**src/rtl/rob_rollback_ctrl.sv**
```systemverilog
// rtl/rob_rollback_ctrl.sv - rename-history log with commit release and youngest-first rollback walk
module rob_rollback_ctrl #(
    parameter int DEPTH     = 16,
    parameter int TAG_WIDTH = 6
) (
    input  logic                   clk,
    input  logic                   rst,
    input  logic [1:0]             alloc_valid,
    input  logic [9:0]             alloc_rd,
    input  logic [2*TAG_WIDTH-1:0] alloc_prd,
    input  logic [2*TAG_WIDTH-1:0] alloc_old_prd,
    output logic                   alloc_ready,
    input  logic [1:0]             cmt_valid,
    output logic [1:0]             rel_valid,
    output logic [2*TAG_WIDTH-1:0] rel_tag,
    input  logic                   exc_flush,
    output logic                   rb_valid,
    output logic [4:0]             rb_rd,
    output logic [TAG_WIDTH-1:0]   rb_prd,
    output logic [TAG_WIDTH-1:0]   rb_old_prd,
    output logic                   busy,
    output logic                   rb_done
);
    localparam int PTR_W = $clog2(DEPTH);
    localparam logic [PTR_W:0] ONE      = (PTR_W+1)'(1);
    localparam logic [PTR_W:0] TWO      = (PTR_W+1)'(2);
    localparam logic [PTR_W:0] MAX_FILL = (PTR_W+1)'(DEPTH - 2);

    typedef enum logic [1:0] {IDLE, WALK, DONE} state_t;

    state_t         state, state_nxt;
    logic [PTR_W:0] head, tail, head_nxt, tail_nxt, count;
    logic [PTR_W:0] head_p1, tail_p1, tail_m1;
    logic [PTR_W:0] cmt_req, cmt_cnt, push_cnt;
    logic           push_en;

    logic [4:0]           log_rd  [DEPTH];
    logic [TAG_WIDTH-1:0] log_prd [DEPTH];
    logic [TAG_WIDTH-1:0] log_old [DEPTH];

    assign count   = tail - head;
    assign head_p1 = head + ONE;
    assign tail_p1 = tail + ONE;
    assign tail_m1 = tail - ONE;

    assign alloc_ready = (state == IDLE) && (count <= MAX_FILL);
    assign busy        = (state != IDLE);
    assign rb_valid    = (state == WALK);
    assign rb_done     = (state == DONE);
    assign rb_rd       = log_rd[tail_m1[PTR_W-1:0]];
    assign rb_prd      = log_prd[tail_m1[PTR_W-1:0]];
    assign rb_old_prd  = log_old[tail_m1[PTR_W-1:0]];

    // 2'b10 retires nothing; a request larger than the log is clipped to what is there
    assign cmt_req  = (cmt_valid == 2'b11) ? TWO : ((cmt_valid == 2'b01) ? ONE : '0);
    assign cmt_cnt  = (state != IDLE) ? '0 : ((cmt_req > count) ? count : cmt_req);
    assign push_cnt = {{(PTR_W-1){1'b0}}, alloc_valid[1] & alloc_valid[0],
                       alloc_valid[1] ^ alloc_valid[0]};

    always_comb begin
        state_nxt = state;
        head_nxt  = head;
        tail_nxt  = tail;
        push_en   = 1'b0;
        case (state)
            IDLE: begin
                head_nxt = head + cmt_cnt;
                if (exc_flush) begin
                    state_nxt = (count == cmt_cnt) ? DONE : WALK;
                end else if (alloc_ready && (alloc_valid != 2'b00)) begin
                    push_en  = 1'b1;
                    tail_nxt = tail + push_cnt;
                end
            end
            WALK: begin
                tail_nxt = tail_m1;
                if (count == ONE) begin
                    state_nxt = DONE;
                end
            end
            DONE: begin
                head_nxt  = tail;
                state_nxt = IDLE;
            end
            default: state_nxt = IDLE;
        endcase
    end

    always_ff @(posedge clk or posedge rst) begin
        if (rst) begin
            state     <= IDLE;
            head      <= '0;
            tail      <= '0;
            rel_valid <= 2'b00;
            rel_tag   <= '0;
        end else begin
            state     <= state_nxt;
            head      <= head_nxt;
            tail      <= tail_nxt;
            rel_valid <= {cmt_cnt == TWO, cmt_cnt != '0};
            rel_tag   <= {log_old[head_p1[PTR_W-1:0]], log_old[head[PTR_W-1:0]]};
        end
    end

    // Lanes are compacted: a lone lane 1 lands at the tail slot
    always_ff @(posedge clk) begin
        if (push_en) begin
            if (alloc_valid[0]) begin
                log_rd[tail[PTR_W-1:0]]  <= alloc_rd[4:0];
                log_prd[tail[PTR_W-1:0]] <= alloc_prd[TAG_WIDTH-1:0];
                log_old[tail[PTR_W-1:0]] <= alloc_old_prd[TAG_WIDTH-1:0];
                if (alloc_valid[1]) begin
                    log_rd[tail_p1[PTR_W-1:0]]  <= alloc_rd[9:5];
                    log_prd[tail_p1[PTR_W-1:0]] <= alloc_prd[2*TAG_WIDTH-1:TAG_WIDTH];
                    log_old[tail_p1[PTR_W-1:0]] <= alloc_old_prd[2*TAG_WIDTH-1:TAG_WIDTH];
                end
            end else begin
                log_rd[tail[PTR_W-1:0]]  <= alloc_rd[9:5];
                log_prd[tail[PTR_W-1:0]] <= alloc_prd[2*TAG_WIDTH-1:TAG_WIDTH];
                log_old[tail[PTR_W-1:0]] <= alloc_old_prd[2*TAG_WIDTH-1:TAG_WIDTH];
            end
        end
    end

    a_cmt_pattern: assert property (@(posedge clk) disable iff (rst)
        (state == IDLE) |-> (cmt_valid != 2'b10));
    a_cmt_count: assert property (@(posedge clk) disable iff (rst)
        (state == IDLE) |-> (cmt_req <= count));

endmodule

```
**config.mk**
```make
export PLATFORM = sky130hd
export DESIGN_NAME = rob_rollback_ctrl
export DESIGN_NICKNAME = d
export VERILOG_FILES = /design/src/rtl/rob_rollback_ctrl.sv
export SDC_FILE = /design/constraint.sdc
export NUM_CORES = 1
export LEC_CHECK = 0
export BUFFER_PORTS_ARGS = -buffer_cell sky130_fd_sc_hd__buf_4
export CORE_MARGIN = 2
export CORE_UTILIZATION = 30
export DETAILED_ROUTE_END_ITERATION = 10
export PLACE_DENSITY = 0.47
export SETUP_SLACK_MARGIN = 0.1
export SYNTH_ARGS = -nofsm -noshare
export SYNTH_HDL_FRONTEND = slang
export SYNTH_SLANG_ARGS = --single-unit
```
**constraint.sdc**
```tcl
create_clock -name clk -period 14.6 [get_ports clk]
set_input_delay 0.73 -clock clk [delete_from_list [all_inputs] [get_ports clk]]
set_output_delay 0.73 -clock clk [all_outputs]
set_load 0.1 [all_outputs]
```
==> results of run 1 <==
## state kept, by name, indices dropped and copies added (netlist names)
register,cells
head,5
tail,5
log_rd,80
log_old,96
rel_valid,2
log_prd,96
rel_tag,12
state,2
## power groups by stage
| stage | clock, W | sequential [W] | combinational [W] |
|---|---|---|---|
| 2_1_floorplan | 0 | 0.00118 | 0.00192 |
| 3_3_place_gp | 0 | 0.00107 | 0.00264 |
| 3_5_place_dp | 0 | 0.00107 | 0.00264 |
| 4_1_cts | 0.000899 | 0.00105 | 0.00264 |
| 5_1_grt | 0.000930 | 0.00106 | 0.00275 |
| 6_report | 0.000873 | 0.00105 | 0.00262 |
## cells by family (layout without fill, tap and decap cells)
| group | Yosys count | after routing | synth area share [%] |
|---|---|---|---|
| buf+inv | 122 | 194 | 3.94 |
| fa+ha+maj | 25 | 25 | 1.87 |
| compound gates | 92 | 92 | 4.57 |
| mux | 427 | 427 | 36.3 |
| flops | 298 | 298 | 49.3 |
| other cells | 1 | 2 | 0.0210 |
| simple gates | 111 | 111 | 3.53 |
| xor+xnor | 10 | 10 | 0.490 |
## cell usage after synthesis, types with 3 or more instances
cell type	n
o311ai_4	3
a2bb2oi_1	5
a211o_1	3
buf_1	12
buf_2	9
buf_6	10
and2_1	3
a31oi_1	8
nand2_1	26
mux2_2	256
a21o_1	5
fa_1	3
nor3_1	7
o211ai_1	3
a21oi_1	13
inv_1	22
nor2b_1	6
mux4_2	145
dlygate4sd1_1	10
mux2_4	16
o21ai_0	18
dfrtp_1	26
mux2i_1	8
clkbuf_1	45
o31a_1	3
buf_4	6
nor2_1	30
ha_1	22
buf_8	4
nand2b_1	3
edfxtp_1	272
nand3_4	6
o311a_1	3
xnor2_1	8
nand3_1	11
o211ai_4	8
## stage by stage
step	total power [W]	setup WS, ns
2_1_floorplan	0.00309	9.95
3_3_place_gp	0.00371	9.89
3_5_place_dp	0.00371	9.83
4_1_cts	0.00460	9.24
5_1_grt	0.00474	8.92
6_report	0.00454	9.29
## how the worst max path moves through the flow
stage	startpoint	cells after the start	endpoint	slack, ns
floorplan	tail[0]$_DFFE_PP0P_	21	head[4]$_DFFE_PP0P_	9.95
global placement	head[1]$_DFFE_PP0P_	17	head[4]$_DFFE_PP0P_	9.89
detailed placement	head[1]$_DFFE_PP0P_	17	head[4]$_DFFE_PP0P_	9.83
CTS	head[1]$_DFFE_PP0P_	9	alloc_ready	9.24
global route	head[1]$_DFFE_PP0P_	9	alloc_ready	8.92
finish	head[1]$_DFFE_PP0P_	9	alloc_ready	9.29
## layer usage
layer	global-route usage, %	part of all wire [%]	vias up
met1	24.5	44	5552
met4	4.20	1.9	12
met5	0	0.15	-
li1	-	-	4526
met2	30.2	49	306
met3	3.38	5.4	76
## critical path, delay by kind of cell, from the launching register on
family | cells | cell delay [ns]
AND/OR/NAND/NOR | 3 | 1.81
buffers and inverters | 5 | 1.14
adder cells (fa/ha/maj) | 1 | 0.77
flip-flops | 1 | 0.32
## area by class of cell
cell class | instances | area, um^2
Clock buffer | 53 | 1040
Clock inverter | 13 | 90.1
Fill cell | 5663 | 38800
Inverter | 23 | 86.3
Multi-Input combinational cell | 667 | 8430
Sequential cell | 298 | 8820
Tap cell | 773 | 967
Timing Repair Buffer | 105 | 788
==> metrics.md, run 1 <==
| Metric | Value |
|---|---|
| Slew at the pin closest to its max-slew limit | 1.16 ns |
| Worst setup SP type | register |
| WL final | 54.9 mm |
| TritonCTS clock tree | yes |
| Mapped Area | 17,900 um^2 |
| Global route overflow | 0 |
| DIE WIDTH | 248 um |
| Setup TNS | 0 ns |
| Combinational power share | 57.6% |
| Post-synth EDFFs | 272 |
| H-tree depth | 2 |
| Root Buffer | clkbuf_16 |
| Critical-path maximum fanout | 28 |
| Global placer's final weighted congestion | 0.767 |
| Leakage Power | 6.74 nW |
| CP cell instances | buf_4 > inv_1 > fa_1 > inv_1 > nor3_1 > nand3_4 > nand2_1 > inv_1 > buf_4 |
| Status | finished, final reports clean |
| Clock sink count | 298 |
| Most frequent cells in the layout | edfxtp_1, mux2_2, mux4_2, buf_4, clkbuf_16 |
| R2R Setup Slk | 9.77 ns |
| Initial antenna violation count | 6 |
| Clock power share | 19.2% |
| R2R depth | 17 |
| Routed Antenna Nets | 0 |
| RSZ-0062 raised after global routing | no |
| Post-CTS Setup Bufs | 0 |
| Die area | 61,600 um^2 |
| Critical path class | register to output port |
| Final net count | 1,198 |
| CP Capture Type | output port |
| Critical Path RT | 13.87 ns |
| Placed insts | 1,866 |
| Global Route Usage Sum | 18.1% |
| Site Rows | 89 |
| Post-CTS Resized | 0 |
| Psw | 0.00211 W |
| Top_reg_cell synth | edfxtp_1 |
| Cell Count, Final, Fillers Out | 1,932 |
| Fin area | 20,200 um^2 |
| CP most frequent cell | inv_1 |
| Hpwl dp | 32.0 mm |
| Final period util | 36.3% |
| Core box area | 59,000 um^2 |
| Ys async rst share | 8.72% |
| Largest net degree at the start of global routing | 55 |
| Worst rel slew slack | 22.4% |
| Worst min-delay path class | input port to async pin |
| Reg clk slew, reported paths | 0.06 ns |
| Sequential Power Share | 23.2% |
| WHS | 0.302 ns |
| Fin util | 34.3% |
| First-pass GRT wire length | 80.1 mm |
| Layout cell share with drive strength beyond 1 | 53.0% |
| Via density | 5.42 |
| Vias in the first global route | 10.7k |
| CTS buffer count | 37 |
| Clock tree buffer depth | 3 |
| R2r endpoint | head[4]$_DFFE_PP0P_ |
| Area share of the largest cell type after synthesis | 45.7% |
| Max Clk Rate | 0.188 GHz |
| Most common cell after layout, fill and taps aside | edfxtp_1 |
| Antenna diode count | 0 |
| Pwr Density | 225 nW/um^2 |
| Final setup fails | 0 |
| Leading post-synthesis cells by cell area | edfxtp_1, mux4_2, mux2_2 |
| DRC violations left | 0 |
| Die Y | 248 um |
| Pins Over Slew Limit | 0 |
| Largest stage delay on the critical path | 0.83 ns |
| Cell taking the most area after synthesis | edfxtp_1 |
| Post-CTS Hold Fix Bufs | 0 |
| Clk_lat worst skew | 0.53 ns |
| Synth Instances | 1,086 |
| PortBufs | 75 |
| Power Internal | 0.00243 W |
| Slowest CP cell | nand2_1 |
| Synthesis warning total | 0 |
| DP Area | 19,100 um^2 |
| Fin crit period | 5.31 ns |
| Fin. Hold Viols | 0 |
| Area delta synth->final | 13.1% |
| Initial Utilization | 30.3% |
| Distinct cells, synth | 73 |
| Drt initial violations | 743 |
| Register area share after synthesis | 49.3% |
| #FFs+latches synth | 298 |
| Reg2reg start | head[1]$_DFFE_PP0P_ |
| Switching Fraction | 46.4% |
| Peak supply drop | 0.242 mV |
| Drt wl/cell | 28.4 um |
| IO Pins | 76 |
| Mean area per synthesized cell | 16.5 um^2 |
| CP Data Arrival Time | 4.58 ns |
| Max Cap Viol | 0 |
| Pre-antenna DRT Iters | 5 |
| Via count of the routed design | 10.5k |
| Setup Skew | 0.0164 ns |
Note: power is estimated with default switching activity, not from simulation.
==> run 2, diff against run 1 <==
Clock period 14.6 ns to 5.5 ns, I/O delays scaled along.
==> metrics.md, run 2 (synthesis results as in run 1) <==
| Metric | Value |
|---|---|
| DP Area | 19,100 um^2 (+0.22%) |
| WL final | 54.9 mm (about the same) |
| Via count of the routed design | 10.5k (+0.57%) |
| Global Route Usage Sum | 18.1% (-0.036 points) |
| Setup TNS | 0 ns (unchanged) |
| Via density | 5.45 (+0.52%) |
| Cell Count, Final, Fillers Out | 1,933 (+0.052%) |
| PortBufs | 75 (unchanged) |
| Area delta synth->final | 13.4% |
| Worst setup SP type | register |
| Post-CTS Resized | 0 (unchanged) |
| Setup Skew | 0.0149 ns (-0.00158 ns) |
| Pins Over Slew Limit | 0 (unchanged) |
| H-tree depth | 2 (unchanged) |
| Final net count | 1,205 (+0.58%) |
| Pwr Density | 600 nW/um^2 (+170%) |
| TritonCTS clock tree | yes |
| Reg2reg start | tail[0]$_DFFE_PP0P_ |
| Vias in the first global route | 10.9k (+1.5%) |
| Reg clk slew, reported paths | 0.06 ns (about the same) |
| HP Start | cmt_valid[0] |
| Pre-antenna DRT Iters | 5 (unchanged) |
| CP Capture Type | register |
| Slew at the pin closest to its max-slew limit | 1.11 ns (-0.0467 ns) |
| Site Rows | 89 (unchanged) |
| Clock tree buffer depth | 3 (unchanged) |
| IO Pins | 76 (unchanged) |
| Global placer's final weighted congestion | 0.802 (+4.5%) |
| Core box area | 59,000 um^2 (unchanged) |
| Peak supply drop | 1.03 mV (+320%) |
| Worst hold endpoint | rel_valid[0]$_DFF_PP0_ |
| Die area | 61,600 um^2 (unchanged) |
| Root Buffer | clkbuf_16 |
| Final period util | 85.4% |
| DRC violations left | 0 (unchanged) |
| RSZ-0062 raised after global routing | no |
| Clock sink count | 298 (unchanged) |
| Drt initial violations | 978 (+32%) |
| Leakage Power | 6.80 nW (+0.90%) |
| CP Data Arrival Time | 5.17 ns (+0.59 ns) |
| Largest net degree at the start of global routing | 46 (-16%) |
| Most common cell after layout, fill and taps aside | edfxtp_1 |
| Fillers | 5,762 (+1.7%) |
| Hold path depth | 3 |
| Initial Utilization | 30.3% (unchanged) |
| Placed insts | 1,872 (+0.32%) |
| Status | finished, final reports clean |
| Drt wl/cell | 28.4 um (-0.14%) |
| R2r endpoint | head[4]$_DFFE_PP0P_ |
| Max Clk Rate | 0.213 GHz |
| Most frequent cells in the layout | edfxtp_1, mux2_2, mux4_2, buf_4, clkbuf_16 |
| Fin. Hold Viols | 0 (unchanged) |
| Worst rel slew slack | 25.5% (+3.1 points) |
| Fin util | 34.4% (+0.12 points) |
| Fin area | 20,300 um^2 (+0.35%) |
| Critical-path maximum fanout | 9 (-68%) |
| Initial antenna violation count | 8 (+2) |
| R2R depth | 18 (+1) |
| Fin crit period | 4.70 ns |
| Max layer used | met5 |
| Routed Antenna Nets | 0 (unchanged) |
| Met2 Routed Length | 27.1 mm (+0.63%) |
| First-pass GRT wire length | 79.4 mm (-0.92%) |
| Global route overflow | 0 (unchanged) |
| Max Cap Viol | 0 (unchanged) |
| Hpwl dp | 32.4 mm (+1.5%) |
| Met3 routed WL | 2.85 mm (-4.4%) |
| DIE WIDTH | 248 um (unchanged) |
| Critical path class | register to register |
| R2R Setup Slk | 0.80 ns (-8.97 ns) |
| Layout cell share with drive strength beyond 1 | 53.3% (+0.35 points) |
| Final setup fails | 0 (unchanged) |
| Die Y | 248 um (unchanged) |
| M1 WL | 23.4 mm (-1.9%) |
| Critical Path RT | 5.97 ns (-7.90 ns) |
| CTS buffer count | 37 (unchanged) |
| Worst min-delay path class | input port to register |
| Clk_lat worst skew | 0.56 ns (+0.03 ns) |
-- run 2: cell types whose count changed in the layout (fill, tap and decap cells not counted), sizes merged --
cell / previous run / this run
clkbuf: 53 / 46
buf: 105 / 111
clkinvlp: 0 / 1
bufinv: 1 / 3
dlygate4sd3: 0 / 1
diode: 0 / 1
clkinv: 11 / 8
-- run 2: how the worst max path moves through the flow --
stage	startpoint	end	slack [ns]	depth (start not counted)
finish	tail[0]$_DFFE_PP0P_	head[4]$_DFFE_PP0P_	0.80	18
global route	tail[0]$_DFFE_PP0P_	head[4]$_DFFE_PP0P_	0.48	18
CTS	tail[0]$_DFFE_PP0P_	head[4]$_DFFE_PP0P_	0.81	18
detailed placement	tail[0]$_DFFE_PP0P_	head[4]$_DFFE_PP0P_	0.84	18
global placement	tail[0]$_DFFE_PP0P_	head[4]$_DFFE_PP0P_	0.98	18
floorplan	tail[0]$_DFFE_PP0P_	head[4]$_DFFE_PP0P_	0.85	21
-- run 2: what timing repair did --
item / CTS / global route
hold endpoints to repair: 26 / 0
buffers inserted: 0 / 0
endpoints found under the setup margin: 0 / 0
hold buffers: 1 / 0
-- run 2: layout make-up --
cell class	instances	area, um^2	area share (%)
clock buffer	46	981	4.83
tap	773	967	4.77
inverter	23	86.3	0.425
clock inverter	13	164	0.808
antenna	1	2.50	0.0123
multi-input combinational	667	8430	41.5
sequential	298	8820	43.5
timing repair buffer	112	843	4.16
-- run 2: through the flow --
stage / power, W / hold slack [ns] / setup WS [ns]
after detailed placement: 0.00991 / 0.411 / 0.838
after CTS: 0.0123 / 0.00943 / 0.810
after global placement: 0.00990 / 0.402 / 0.980
final: 0.0122 / 0.0442 / 0.805
after floorplan: 0.00821 / 0.315 / 0.850
after global routing: 0.0127 / 0.0402 / 0.480
-- run 2: where the power goes --
group	switching (W)	total, W	internal, W
sequential	0.0000983	0.00276	0.00266
clock	0.000992	0.00240	0.00140
combinational	0.00457	0.00703	0.00246
-- run 2: worst max-delay path, stage by stage, from the launching register on --
cell and delay (ns):
dfrtp_4 0.47, inv_1 0.22, ha_1 0.22, inv_1 0.05
fa_1 0.66, inv_1 0.17, ha_1 0.32, nor2b_1 0.14
a2bb2oi_1 0.32, nor3b_2 0.49, mux2i_1 0.26, ha_1 0.19
inv_1 0.06, fa_1 0.42, inv_1 0.07, a21o_1 0.10
a21oi_1 0.07, o31a_1 0.24, o22ai_1 0.15
-- run 2: per-layer routing --
| metal | global-route usage, % | vias to the layer above |
|---|---|---|
| li1 | - | 4528 |
| met1 | 23.6 | 5593 |
| met2 | 30.5 | 300 |
| met3 | 3.47 | 97 |
| met4 | 5.48 | 14 |
| met5 | 0 | - |
